### src/rtl/ahb_pkg.sv
// Shared AHB encodings: transfer types, slave responses and arbiter FSM states.
package ahb_pkg;

    localparam int MST_IDX_W = 2;

    typedef enum logic [1:0] {
        HTRANS_IDLE   = 2'b00,
        HTRANS_BUSY   = 2'b01,
        HTRANS_NONSEQ = 2'b10,
        HTRANS_SEQ    = 2'b11
    } htrans_e;

    typedef enum logic [1:0] {
        HRESP_OKAY  = 2'b00,
        HRESP_ERROR = 2'b01,
        HRESP_RETRY = 2'b10,
        HRESP_SPLIT = 2'b11
    } hresp_e;

    typedef enum logic [1:0] {
        ARB_PARK   = 2'b00,
        ARB_GRANT  = 2'b01,
        ARB_LOCKED = 2'b10
    } arb_state_e;

endpackage

### src/rtl/ahb_arbiter_rr_pick.sv
// Round-robin priority search: first requester after the pointer, wrapping.
module rr_pick #(
    parameter int N = 3
) (
    input  logic [N-1:0]                   req_i,
    input  logic [ahb_pkg::MST_IDX_W-1:0]  ptr_i,
    output logic [N-1:0]                   gnt_o,
    output logic                           vld_o
);

    // Scan ptr+1 .. ptr+N (mod N); the owner itself is checked last.
    always_comb begin
        int idx;
        gnt_o = '0;
        vld_o = 1'b0;
        idx   = 0;
        for (int i = 1; i <= N; i++) begin
            idx = (int'(ptr_i) + i) % N;
            if (!vld_o && req_i[idx]) begin
                gnt_o[idx] = 1'b1;
                vld_o      = 1'b1;
            end
        end
    end

endmodule

### src/rtl/ahb_arbiter.sv
// AHB bus arbiter in front of the bridge: round-robin grant, locked
// transfers, burst length limit and parking on a default master.
module ahb_arbiter
    import ahb_pkg::*;
#(
    parameter int NUM_MST   = 3,
    parameter int MAX_BEATS = 16,
    parameter int DEF_MST   = 0
) (
    input  logic               Hclk,
    input  logic               Hresetn,
    input  logic [NUM_MST-1:0] Hbusreq,
    input  logic [NUM_MST-1:0] Hlock,
    input  logic [1:0]         Htrans,
    input  logic               Hreadyin,
    output logic [NUM_MST-1:0] Hgrant,
    output logic [1:0]         Hmaster,
    output logic               Hmastlock
);

    localparam int BW = $clog2(MAX_BEATS + 1);
    localparam logic [NUM_MST-1:0]   DEF_OH  = {{(NUM_MST-1){1'b0}}, 1'b1} << DEF_MST;
    localparam logic [MST_IDX_W-1:0] DEF_IDX = MST_IDX_W'(DEF_MST);

    arb_state_e            state_q, state_d;
    logic [NUM_MST-1:0]    grant_q, grant_d;
    logic [MST_IDX_W-1:0]  owner_q, owner_d;   // granted index, doubles as RR pointer
    logic [MST_IDX_W-1:0]  master_q;
    logic                  mastlock_q;
    logic [BW-1:0]         beats_q;

    logic [NUM_MST-1:0]    win_oh;
    logic                  win_vld;
    logic [MST_IDX_W-1:0]  win_idx;
    logic                  own_lock, arb_pt, beat;
    htrans_e               htrans;

    rr_pick #(.N(NUM_MST)) u_rr_pick (
        .req_i (Hbusreq),
        .ptr_i (owner_q),
        .gnt_o (win_oh),
        .vld_o (win_vld)
    );

    // Arbitration point detection and next grant selection.
    always_comb begin
        htrans   = htrans_e'(Htrans);
        beat     = (htrans == HTRANS_NONSEQ) || (htrans == HTRANS_SEQ);
        own_lock = Hbusreq[owner_q] & Hlock[owner_q];
        win_idx  = '0;
        for (int i = 0; i < NUM_MST; i++)
            if (win_oh[i]) win_idx = MST_IDX_W'(i);

        if (state_q == ARB_LOCKED)
            arb_pt = !Hlock[owner_q] && (htrans == HTRANS_IDLE);
        else
            arb_pt = (htrans == HTRANS_IDLE) || (htrans == HTRANS_NONSEQ) ||
                     (state_q == ARB_PARK) || (beats_q == BW'(MAX_BEATS));

        state_d = state_q;
        grant_d = grant_q;
        owner_d = owner_q;
        if (arb_pt) begin
            if (own_lock) begin
                state_d = ARB_LOCKED;
            end else if (win_vld) begin
                state_d = ARB_GRANT;
                grant_d = win_oh;
                owner_d = win_idx;
            end else begin
                state_d = ARB_PARK;
                grant_d = DEF_OH;
                owner_d = DEF_IDX;
            end
        end
    end

    // All arbiter state advances only on Hready-qualified edges.
    always_ff @(posedge Hclk or negedge Hresetn) begin
        if (!Hresetn) begin
            state_q    <= ARB_PARK;
            grant_q    <= DEF_OH;
            owner_q    <= DEF_IDX;
            master_q   <= DEF_IDX;
            mastlock_q <= 1'b0;
            beats_q    <= '0;
        end else if (Hreadyin) begin
            state_q    <= state_d;
            grant_q    <= grant_d;
            owner_q    <= owner_d;
            master_q   <= owner_q;
            mastlock_q <= Hlock[owner_q];
            if (grant_d != grant_q)
                beats_q <= '0;
            else if (beat && beats_q != BW'(MAX_BEATS))
                beats_q <= beats_q + 1'b1;
        end
    end

    assign Hgrant    = grant_q;
    assign Hmaster   = master_q;
    assign Hmastlock = mastlock_q;

endmodule

### config.mk
export PLATFORM = sky130hd
export DESIGN_NAME = ahb_arbiter
export DESIGN_NICKNAME = d
export VERILOG_FILES = /design/src/rtl/ahb_pkg.sv /design/src/rtl/ahb_arbiter_rr_pick.sv /design/src/rtl/ahb_arbiter.sv
export SDC_FILE = /design/constraint.sdc
export NUM_CORES = 1
export LEC_CHECK = 0
export ABC_AREA = 1
export CORE_MARGIN = 8
export CORE_UTILIZATION = 35
export DETAILED_ROUTE_END_ITERATION = 7
export GPL_TIMING_DRIVEN = 0
export SLEW_MARGIN = 10
export SYNTH_ARGS = -nofsm -noshare
export SYNTH_HDL_FRONTEND = slang
export SYNTH_HIERARCHICAL = 1
export SYNTH_SLANG_ARGS = --single-unit
### constraint.sdc
create_clock -name Hclk -period 3.2 [get_ports Hclk]
set_clock_uncertainty 0.05 [all_clocks]
set_input_delay 0.8 -clock Hclk [delete_from_list [all_inputs] [get_ports Hclk]]
set_output_delay 0.8 -clock Hclk [all_outputs]
set_load 0.005 [all_outputs]
==> metrics.md <==
| Metric | Value |
|---|---|
| Outcome | finished clean |
| Setup bufs post-CTS | 0 |
| Total CTS buffers | 3 |
| Pwr dens | 944 mW/mm^2 |
| Dpl hpwl | 1970 um |
| Average size of a mapped cell | 7.18 um^2 |
| DR pass1 iterations | 4 |
| Detailed Route WL | 2460 um |
| # clock sinks | 15 |
| Die height | 73.8 um |
| Initial core utilization | 0.356 |
| Clock transition at path regs | 0.09 ns |
| Total number of vias | 1030 |
| Crit path max fanout | 7 |
| ANT cells | 0 |
| Distinct cells, synth | 23 |
| Max Freq | 384 MHz |
| Share of layout cells above drive strength 1 | 0.180 |
| Initial antenna violation count | 0 |
| Nets | 201 |
| Clk_lat worst skew | 0.28 ns |
| Synthesis warning total | 6 |
| Max_slew headroom | 0.554 |
| Final number of hold-violating endpoints | 0 |
| Mapped Area | 0.00117 mm^2 |
| Die ar. | 0.00545 mm^2 |
| First-pass GRT wire length | 4310 um |
| HP Class | register to register |
| Vias in the first global route | 1020 |
| RSZ-0062 raised after global routing | no |
| H-tree Lvls | 1 |
| Routed len/inst | 10.8 um |
| Period utilization | 0.814 |
| Sequential area share after synthesis | 0.322 |
| GRT Total Usage | 0.0985 |
| Core region area | 0.00328 mm^2 |
| CTS tree | done |
| I/O Buffers | 16 |
| Peak VDD IR | 0.378 mV |
| WP data required | 3.32 ns |
| Nature of the critical path endpoint | register |
| Final Max Slew Viols | 0 |
| Antenna Violating Nets Remaining | 0 |
| Worst Setup SP | Hbusreq[2] |
| Worst setup SP type | primary input |
| Commonest non-fill, non-tap cell in the layout | nand2_1 |
| Setup TNS | 0 ns |
| Cts repair resizes | 0 |
| Worst r2r src | owner_q[0]$_DFFE_PN0P_ |
| Syn nets | 180 |
| Flops & latches, synth | 15 |
| Placer Congestion | 0.820 |
| Largest net degree at the start of global routing | 16 |
| Congestion Overflow GR | 0 |
| Setup Viol. Count Final | 0 |
| Lkg Pwr | 0.711 nW |
| Row Count | 21 |
| Minimum clock period | 2.60 ns |
| Root buf cell | clkbuf_4 |
| Hold Buf Count CTS | 0 |
| Class of the most critical setup path | primary input to register |
| CTS max path bufs | 2 |
| Worst EP arrival | 2.72 ns |
| Pwr Total | 0.00134 W |
| Drc violations | 0 |
| Number of max-cap violations | 0 |
| Hold Startpoint | Hmaster[1]$_DFFE_PN0P_ |
| Commonest cells after routing, fill and taps aside | nand2_1, inv_1, nand3_1 |
| Die Span X | 73.8 um |
| Initial DRC count | 60 |
| Worst Tran Pin Value | 0.667 ns |
| Area Growth Syn to Fin | 20.9% |
| Drt via density | 4.50 |
| Synth Instances | 163 |
| Ports | 17 |
| Hold Path Cell Cnt | 2 |
| FF-to-FF path depth | 18 |
==> synth_stat cells <==
cell type,instances,share of area
nor3_1,1,0.0043
nand2_4,2,0.019
nand3_2,7,0.060
xor2_1,2,0.015
nand2_1,43,0.14
a21oi_2,1,0.0075
o21ai_0,6,0.026
nor2_1,11,0.035
dfrtp_1,14,0.30
inv_1,25,0.080
dfstp_2,1,0.022
nor2_4,2,0.019
nand4_1,2,0.011
nand3_1,17,0.073
nand3_4,1,0.015
a21oi_1,2,0.0086
o21ai_2,1,0.0075
nor2_2,4,0.021
a31oi_1,2,0.011
ha_1,6,0.064
inv_2,5,0.016
nand2_2,6,0.032
xnor2_1,2,0.015
==> path summary, 6_finish.rpt <==
check                                         end  slack [ns]
max                        beats_q[0]$_DFFE_PN0P_        0.60
max in group asynchronous   Hgrant[1]$_DFFE_PN0P_        1.80
min                        Hmaster[1]$_DFFE_PN0P_        0.45
min in group asynchronous  Hmaster[0]$_DFFE_PN0P_        0.86
min reg2reg                Hmaster[1]$_DFFE_PN0P_        0.45
max reg2reg                beats_q[0]$_DFFE_PN0P_        0.63
==> flip-flops by register name, summed over array words and instances (netlist names) <==
register   cells
Hgrant         3
Hmastlock      1
Hmaster        2
state_q        2
owner_q        2
beats_q        5
==> power by group <==
part	total [W]	switching, W	internal [W]	leakage (nW)
registers	0.000324	0.0000616	0.000263	0.192
clock network	0.000108	0.0000596	0.0000484	0.0150
logic	0.000903	0.000564	0.000339	0.503
total	0.00134	0.000685	0.000650	0.711
==> critical path: stages <==
cell and delay [ns]:
clkdlybuf4s50_1 0.48, nand2_1 0.11, nand2_1 0.08, nand2_2 0.12, inv_1 0.08, nor2_4 0.09, nand3_1 0.22, nand2_2 0.16
nand2_1 0.06, nand2_1 0.07, nor2_1 0.05, nand2_1 0.05, nand2_1 0.06, inv_2 0.07, nand3_4 0.08, nand3_1 0.09
nand2_1 0.06
==> per-stage QoR <==
stage,instances,worst slack (ns),utilization,hold WS (ns),cell area [um^2]
after floorplan,163,0.972,-,0.421,1170
after global placement,225,0.372,0.422,0.418,1390
after detailed placement,225,0.303,0.422,0.435,1390
after CTS,229,0.608,0.430,0.459,1410
after global routing,229,0.356,0.430,0.498,1410
final,229,0.597,0.430,0.450,1410
==> cell families (layout without fill, tap and decap cells) <==
logic type,count (synthesis),after routing,synth area share
AOI/OAI and AO/OA,12,12,0.0599
and+or+nand+nor,96,96,0.428
xor gates and xnor gates,4,4,0.0300
adders and majority gates,6,6,0.0642
buffers and inverters,30,50,0.0963
DFF,15,15,0.322
==> routing by layer <==
metal | vias up | GRT usage | part of all wire | routed length (um)
li1 | 554 | - | - | -
met1 | 451 | 0.119 | 0.50 | 1240
met2 | 22 | 0.156 | 0.42 | 1040
met3 | 3 | 0.0409 | 0.071 | 174
met4 | 0 | 0.0244 | 0.0032 | 8
met5 | - | 0 | 0 | 0
==> layout make-up <==
class / count / area, um^2
multi-input combinational: 118 / 681
sequential: 15 / 377
fill: 343 / 1870
tap: 46 / 57.6
clock buffer: 4 / 26.3
inverter: 30 / 113
timing repair buffer: 16 / 160
(Power assumes the default switching activity.)
